## config.mk

```make
export PLATFORM = sky130hd
export DESIGN_NAME = rpc_reg_init_master
export DESIGN_NICKNAME = d
export VERILOG_FILES = /design/src/rtl/rpc_init_pkg.sv /design/src/rtl/rpc_reg_init_master.sv
export SDC_FILE = /design/constraint.sdc
export NUM_CORES = 1
export LEC_CHECK = 0
export CAP_MARGIN = 10
export CORE_MARGIN = 2
export CORE_UTILIZATION = 40
export DETAILED_ROUTE_END_ITERATION = 6
export PLACE_DENSITY = 0.8
export SKIP_CTS_REPAIR_TIMING = 1
export SKIP_LAST_GASP = 1
export SLEW_MARGIN = 0
export SYNTH_ARGS = -nofsm -noshare
export SYNTH_HDL_FRONTEND = slang
export SYNTH_SLANG_ARGS = --single-unit
```

## constraint.sdc

```tcl
create_clock -name clk_i -period 1.9 [get_ports clk_i]
set_input_delay 0.285 -clock clk_i [delete_from_list [all_inputs] [get_ports clk_i]]
set_output_delay 0.285 -clock clk_i [all_outputs]
set_load 0.03 [all_outputs]
```

## src/rtl/rpc_init_pkg.sv

```systemverilog
// Shared types for the RPC register-init initiator: FSM states, error codes
// and default register-bus widths.
package rpc_init_pkg;

    localparam int REG_ADDR_WIDTH_DEF = 48;
    localparam int REG_DATA_WIDTH_DEF = 32;

    // RB is always declared so both builds share one encoding; it is only
    // reachable when the readback option is compiled in.
    typedef enum logic [2:0] {
        ST_IDLE  = 3'd0,
        ST_WRITE = 3'd1,
        ST_RB    = 3'd2,
        ST_POLL  = 3'd3,
        ST_DONE  = 3'd4,
        ST_ERROR = 3'd5
    } state_e;

    typedef enum logic [1:0] {
        ERR_NONE     = 2'd0,
        ERR_BUS      = 2'd1,
        ERR_TIMEOUT  = 2'd2,
        ERR_READBACK = 2'd3
    } err_code_e;

endpackage

```

## src/rtl/rpc_reg_init_master.sv

```systemverilog
// Register-bus initiator that programs the RPC controller config slave from an
// external (addr,data) table, then polls a status register until ready.
// Optional build macro: RPC_INIT_READBACK_EN -- read back and compare every
// table write before moving to the next entry.
module rpc_reg_init_master
    import rpc_init_pkg::*;
#(
    parameter int NumWrites      = 8,
    parameter int REG_ADDR_WIDTH = REG_ADDR_WIDTH_DEF,
    parameter int REG_DATA_WIDTH = REG_DATA_WIDTH_DEF,
    parameter logic [REG_ADDR_WIDTH-1:0] PollAddr = 'h0,
    parameter logic [REG_DATA_WIDTH-1:0] PollMask = 'h1,
    parameter int PollTimeout    = 1024,
    localparam int IDX_W  = (NumWrites > 1) ? $clog2(NumWrites) : 1,
    localparam int CNT_W  = $clog2(PollTimeout + 1),
    localparam int STRB_W = REG_DATA_WIDTH / 8
) (
    input  logic                      clk_i,
    input  logic                      rst_i,
    input  logic                      start_i,
    output logic [IDX_W-1:0]          tbl_idx_o,
    input  logic [REG_ADDR_WIDTH-1:0] tbl_addr_i,
    input  logic [REG_DATA_WIDTH-1:0] tbl_data_i,
    output logic [REG_ADDR_WIDTH-1:0] reg_addr_o,
    output logic                      reg_write_o,
    output logic [REG_DATA_WIDTH-1:0] reg_wdata_o,
    output logic [STRB_W-1:0]         reg_wstrb_o,
    output logic                      reg_valid_o,
    input  logic [REG_DATA_WIDTH-1:0] reg_rdata_i,
    input  logic                      reg_ready_i,
    input  logic                      reg_error_i,
    output logic                      busy_o,
    output logic                      done_o,
    output logic                      error_o,
    output logic [1:0]                err_code_o
);

    localparam logic [IDX_W-1:0] LAST_IDX  = IDX_W'(NumWrites - 1);
    localparam logic [CNT_W-1:0] LAST_POLL = CNT_W'(PollTimeout - 1);

    state_e           state;
    logic [CNT_W-1:0] poll_cnt;

    // Single FSM: each busy state launches one registered request when valid
    // is low, then waits for the handshake, which always leaves one idle cycle
    // before the next request.
    always_ff @(posedge clk_i) begin
        if (rst_i) begin
            state       <= ST_IDLE;
            tbl_idx_o   <= '0;
            poll_cnt    <= '0;
            reg_addr_o  <= '0;
            reg_write_o <= 1'b0;
            reg_wdata_o <= '0;
            reg_wstrb_o <= '0;
            reg_valid_o <= 1'b0;
            busy_o      <= 1'b0;
            done_o      <= 1'b0;
            error_o     <= 1'b0;
            err_code_o  <= ERR_NONE;
        end else begin
            case (state)
                ST_IDLE, ST_DONE, ST_ERROR: begin
                    reg_valid_o <= 1'b0;
                    if (start_i) begin
                        state      <= ST_WRITE;
                        tbl_idx_o  <= '0;
                        poll_cnt   <= '0;
                        busy_o     <= 1'b1;
                        done_o     <= 1'b0;
                        error_o    <= 1'b0;
                        err_code_o <= ERR_NONE;
                    end
                end

                ST_WRITE: begin
                    if (!reg_valid_o) begin
                        reg_valid_o <= 1'b1;
                        reg_write_o <= 1'b1;
                        reg_addr_o  <= tbl_addr_i;
                        reg_wdata_o <= tbl_data_i;
                        reg_wstrb_o <= '1;
                    end else if (reg_ready_i) begin
                        reg_valid_o <= 1'b0;
                        reg_write_o <= 1'b0;
                        reg_wstrb_o <= '0;
                        if (reg_error_i) begin
                            state      <= ST_ERROR;
                            busy_o     <= 1'b0;
                            error_o    <= 1'b1;
                            err_code_o <= ERR_BUS;
                        end else begin
`ifdef RPC_INIT_READBACK_EN
                            state <= ST_RB;
`else
                            if (tbl_idx_o == LAST_IDX) begin
                                state <= ST_POLL;
                            end else begin
                                tbl_idx_o <= tbl_idx_o + 1'b1;
                            end
`endif
                        end
                    end
                end

`ifdef RPC_INIT_READBACK_EN
                ST_RB: begin
                    // reg_addr_o still holds the address just written.
                    if (!reg_valid_o) begin
                        reg_valid_o <= 1'b1;
                        reg_write_o <= 1'b0;
                        reg_wstrb_o <= '0;
                    end else if (reg_ready_i) begin
                        reg_valid_o <= 1'b0;
                        if (reg_error_i) begin
                            state      <= ST_ERROR;
                            busy_o     <= 1'b0;
                            error_o    <= 1'b1;
                            err_code_o <= ERR_BUS;
                        end else if (reg_rdata_i != tbl_data_i) begin
                            state      <= ST_ERROR;
                            busy_o     <= 1'b0;
                            error_o    <= 1'b1;
                            err_code_o <= ERR_READBACK;
                        end else if (tbl_idx_o == LAST_IDX) begin
                            state <= ST_POLL;
                        end else begin
                            state     <= ST_WRITE;
                            tbl_idx_o <= tbl_idx_o + 1'b1;
                        end
                    end
                end
`endif

                ST_POLL: begin
                    if (!reg_valid_o) begin
                        reg_valid_o <= 1'b1;
                        reg_write_o <= 1'b0;
                        reg_addr_o  <= PollAddr;
                        reg_wstrb_o <= '0;
                    end else if (reg_ready_i) begin
                        reg_valid_o <= 1'b0;
                        if (reg_error_i) begin
                            state      <= ST_ERROR;
                            busy_o     <= 1'b0;
                            error_o    <= 1'b1;
                            err_code_o <= ERR_BUS;
                        end else if ((reg_rdata_i & PollMask) == PollMask) begin
                            state  <= ST_DONE;
                            busy_o <= 1'b0;
                            done_o <= 1'b1;
                        end else begin
                            poll_cnt <= poll_cnt + 1'b1;
                            if (poll_cnt == LAST_POLL) begin
                                state      <= ST_ERROR;
                                busy_o     <= 1'b0;
                                error_o    <= 1'b1;
                                err_code_o <= ERR_TIMEOUT;
                            end
                        end
                    end
                end

                default: begin
                    state       <= ST_IDLE;
                    reg_valid_o <= 1'b0;
                    busy_o      <= 1'b0;
                end
            endcase
        end
    end

endmodule
```

==> impl_metrics.env <==
export IMPL_grt_usage_pct=22.22
export IMPL_yosysUniqueCellTypes=43
export IMPL_final_cell_mix="172 x clkdlybuf4s50_1, 132 x nand2_1, 104 x dfxtp_1, 89 x a21oi_1, 56 x nand3_1"
export IMPL_antenna_left=0
export IMPL_yosysTopAreaCell="dfxtp_1"
export IMPL_clkLatencyLatePin_ns=0.37
export IMPL_drtPass1Iterations=4
export IMPL_multi_input_area_um2=1856
export IMPL_register_area_um2=2082
export IMPL_cp_common_cell="ha_1"
export IMPL_netlist_area_um2=4156
export IMPL_powerDensity_nw_per_um2=985.1
export IMPL_synth_seq_cells=104
export IMPL_clock_path_buffers=2
export IMPL_dp_hpwl_mm=8.932
export IMPL_tritoncts="done"
export IMPL_synth_top_area_share_pct=50.09
export IMPL_p_leak_nw=2.428
export IMPL_io_pins=211
export IMPL_grt_pass1_wl_mm=20.33
export IMPL_max_stage_delay_ns=0.42
export IMPL_hp_class="input pin to flop"
export IMPL_status="finished clean"
export IMPL_die_h_um=105.9
export IMPL_gp_congestion=0.8635
export IMPL_h_tree_depth=3
export IMPL_hold_violations=0
export IMPL_required_ns=2.20
export IMPL_slew_viol_final=0
export IMPL_wire_per_inst_um=14.77
export IMPL_port_buffers=179
export IMPL_cts_sinks=104
export IMPL_worstSetupEndpointType="flop"
export IMPL_setup_viol=0
export IMPL_core_area_um2=10180
export IMPL_finalCriticalPeriod_ns=1.737
export IMPL_final_common_cell="clkdlybuf4s50_1"
export IMPL_crit_path_max_fanout=4
export IMPL_worstSetupStartpointType="flop"
export IMPL_yosysWarnings=0
export IMPL_overflow=0
export IMPL_grt_pass1_vias=4313
export IMPL_num_rows=37
export IMPL_die_w_um=105.9
export IMPL_drt_initial_drc_count=188
export IMPL_num_nets_final=812
export IMPL_path_clk_slew_ns=0.09
export IMPL_synthCells=514
export IMPL_cap_violations=0
export IMPL_rsz0062_at_grt="false"
export IMPL_cp_arrival_ns=2.04
export IMPL_critPathTopFamily="simple AND/OR/NAND/NOR gates"
export IMPL_avgSynthCellArea_um2=8.087
export IMPL_yosys_top_cells_area="dfxtp_1 50%, nand2_1 12%, a21oi_1 11%"
export IMPL_wirelength_mm=12.30
export IMPL_crit_buf_inv=0
export IMPL_utilization_pct=62.99
export IMPL_crit_chain="ha_1 > ha_1 > and4bb_2 > mux2i_1 > or4_1 > a21oi_1"
export IMPL_initial_core_util_pct=40.81
export IMPL_grt_max_degree=39
export IMPL_drc=0
export IMPL_ir_drop_v=0.0005313
export IMPL_layout_drive_gt1_share_pct=8.178
export IMPL_path_class="flop to flop"
export IMPL_cts_inserted_buffers=9
export IMPL_skew_ns=0.008297
export IMPL_vias_per_cell=5.150
export IMPL_worstMarginPinSlew_ns=0.5149
export IMPL_diodes=0
export IMPL_dieArea_um2=11220
export IMPL_root_buffer="clkbuf_8"
export IMPL_power_total_mw=6.319
export IMPL_max_freq_mhz=575.7
export IMPL_antenna_found_initial=0
export IMPL_syn2layout_area_growth_pct=54.33
export IMPL_syn_num_nets=634
export IMPL_cp_slowest_cell="or4_1"
export IMPL_n_fill_cell=857
export IMPL_vias=4290
export IMPL_max_slew_margin_pct=65.67
export IMPL_seq_area_frac_synth_pct=50.09
export IMPL_min_period_over_period_pct=91.42
synth_stat cells:
master / instances
a2bb2oi_1: 1
clkbuf_1: 30
nand4_1: 5
a211oi_1: 2
inv_1: 8
nand2b_1: 5
o211ai_1: 1
or3_4: 1
a2111o_1: 4
a21o_1: 1
o2111ai_1: 4
buf_2: 8
and2_1: 1
nor3_1: 6
mux2i_1: 8
o21ai_0: 10
nor2_2: 1
o211a_1: 1
or3_1: 2
nor3b_1: 1
a21oi_1: 89
ha_1: 3
or2_2: 1
nor4_1: 2
mux2_2: 1
or4_1: 2
nand3_1: 56
or3b_1: 1
o31ai_1: 2
buf_4: 4
nor2b_1: 1
buf_6: 1
a31oi_1: 3
nand4bb_4: 1
a41oi_1: 1
and4bb_2: 1
a211o_1: 1
nand2_1: 132
o311a_2: 1
nor2_1: 5
o21a_1: 1
dfxtp_1: 104
and2b_1: 1
cell families (layout without fill, tap and decap cells):
group	count (synthesis)	count (layout)	share of synthesized area [%]
AOI/OAI and AO/OA	122	122	16.71
adders and majority gates	3	3	0.9032
buffers and inverters	51	234	5.388
DFF	104	104	50.09
muxes	9	9	2.198
and+or+nand+nor	225	225	24.71
power breakdown:
part           leakage, nW  switching, mW  total, mW  internal, mW
combinational         1.46           1.26       2.18         0.917
clock                0.119          0.747       1.56         0.812
sequential           0.849          0.151       2.58          2.43
area by class of cell:
cell class | count | share of cell area, %
Timing Repair Buffer | 210 | 31.91
Tap cell | 136 | 2.653
Inverter | 8 | 0.4681
Sequential cell | 104 | 32.46
Multi-Input combinational cell | 359 | 28.93
Clock inverter | 5 | 1.229
Clock buffer | 11 | 2.360
state kept, by name, summed over array words and instances (netlist names):
register and flops:
reg_addr_o 48, reg_wdata_o 32, poll_cnt 11, state 3, tbl_idx_o 3, err_code_o 2, busy_o 1, done_o 1
error_o 1, reg_valid_o 1, reg_wstrb_o 1
routing by layer:
layer,share of wire [%],global-route usage (%)
met3,7.6,6.560
met4,2.3,9.962
met1,40,26.23
met5,0,0
met2,50,37.37
path summary, 6_finish.rpt:
check                   to  slack (ns)  depth (start not counted)     startpoint
min reg2reg  reg_addr_o[9]        0.45                          2  reg_addr_o[9]
min            reg_valid_o        0.38                          2          rst_i
max           tbl_idx_o[0]        0.16                          6   tbl_idx_o[0]
max reg2reg   tbl_idx_o[0]        0.16                          6   tbl_idx_o[0]
per-stage QoR:
stage                     worst slack, ns  setup TNS [ns]  hold WS, ns  cells  instance area, um^2
after global routing              0.01747               0       0.3732    833                 6415
after CTS                        -0.05646        -0.05646       0.3500    833                 6400
after global placement           -0.06059        -0.06059       0.4370    817                 6170
after detailed placement         -0.07396         -0.2378       0.4443    817                 6170
final                              0.1630               0       0.3759    833                 6415
after floorplan                    0.1044               0       0.4210    514                 4156
No activity file was read; power rests on OpenSTA's default activity.
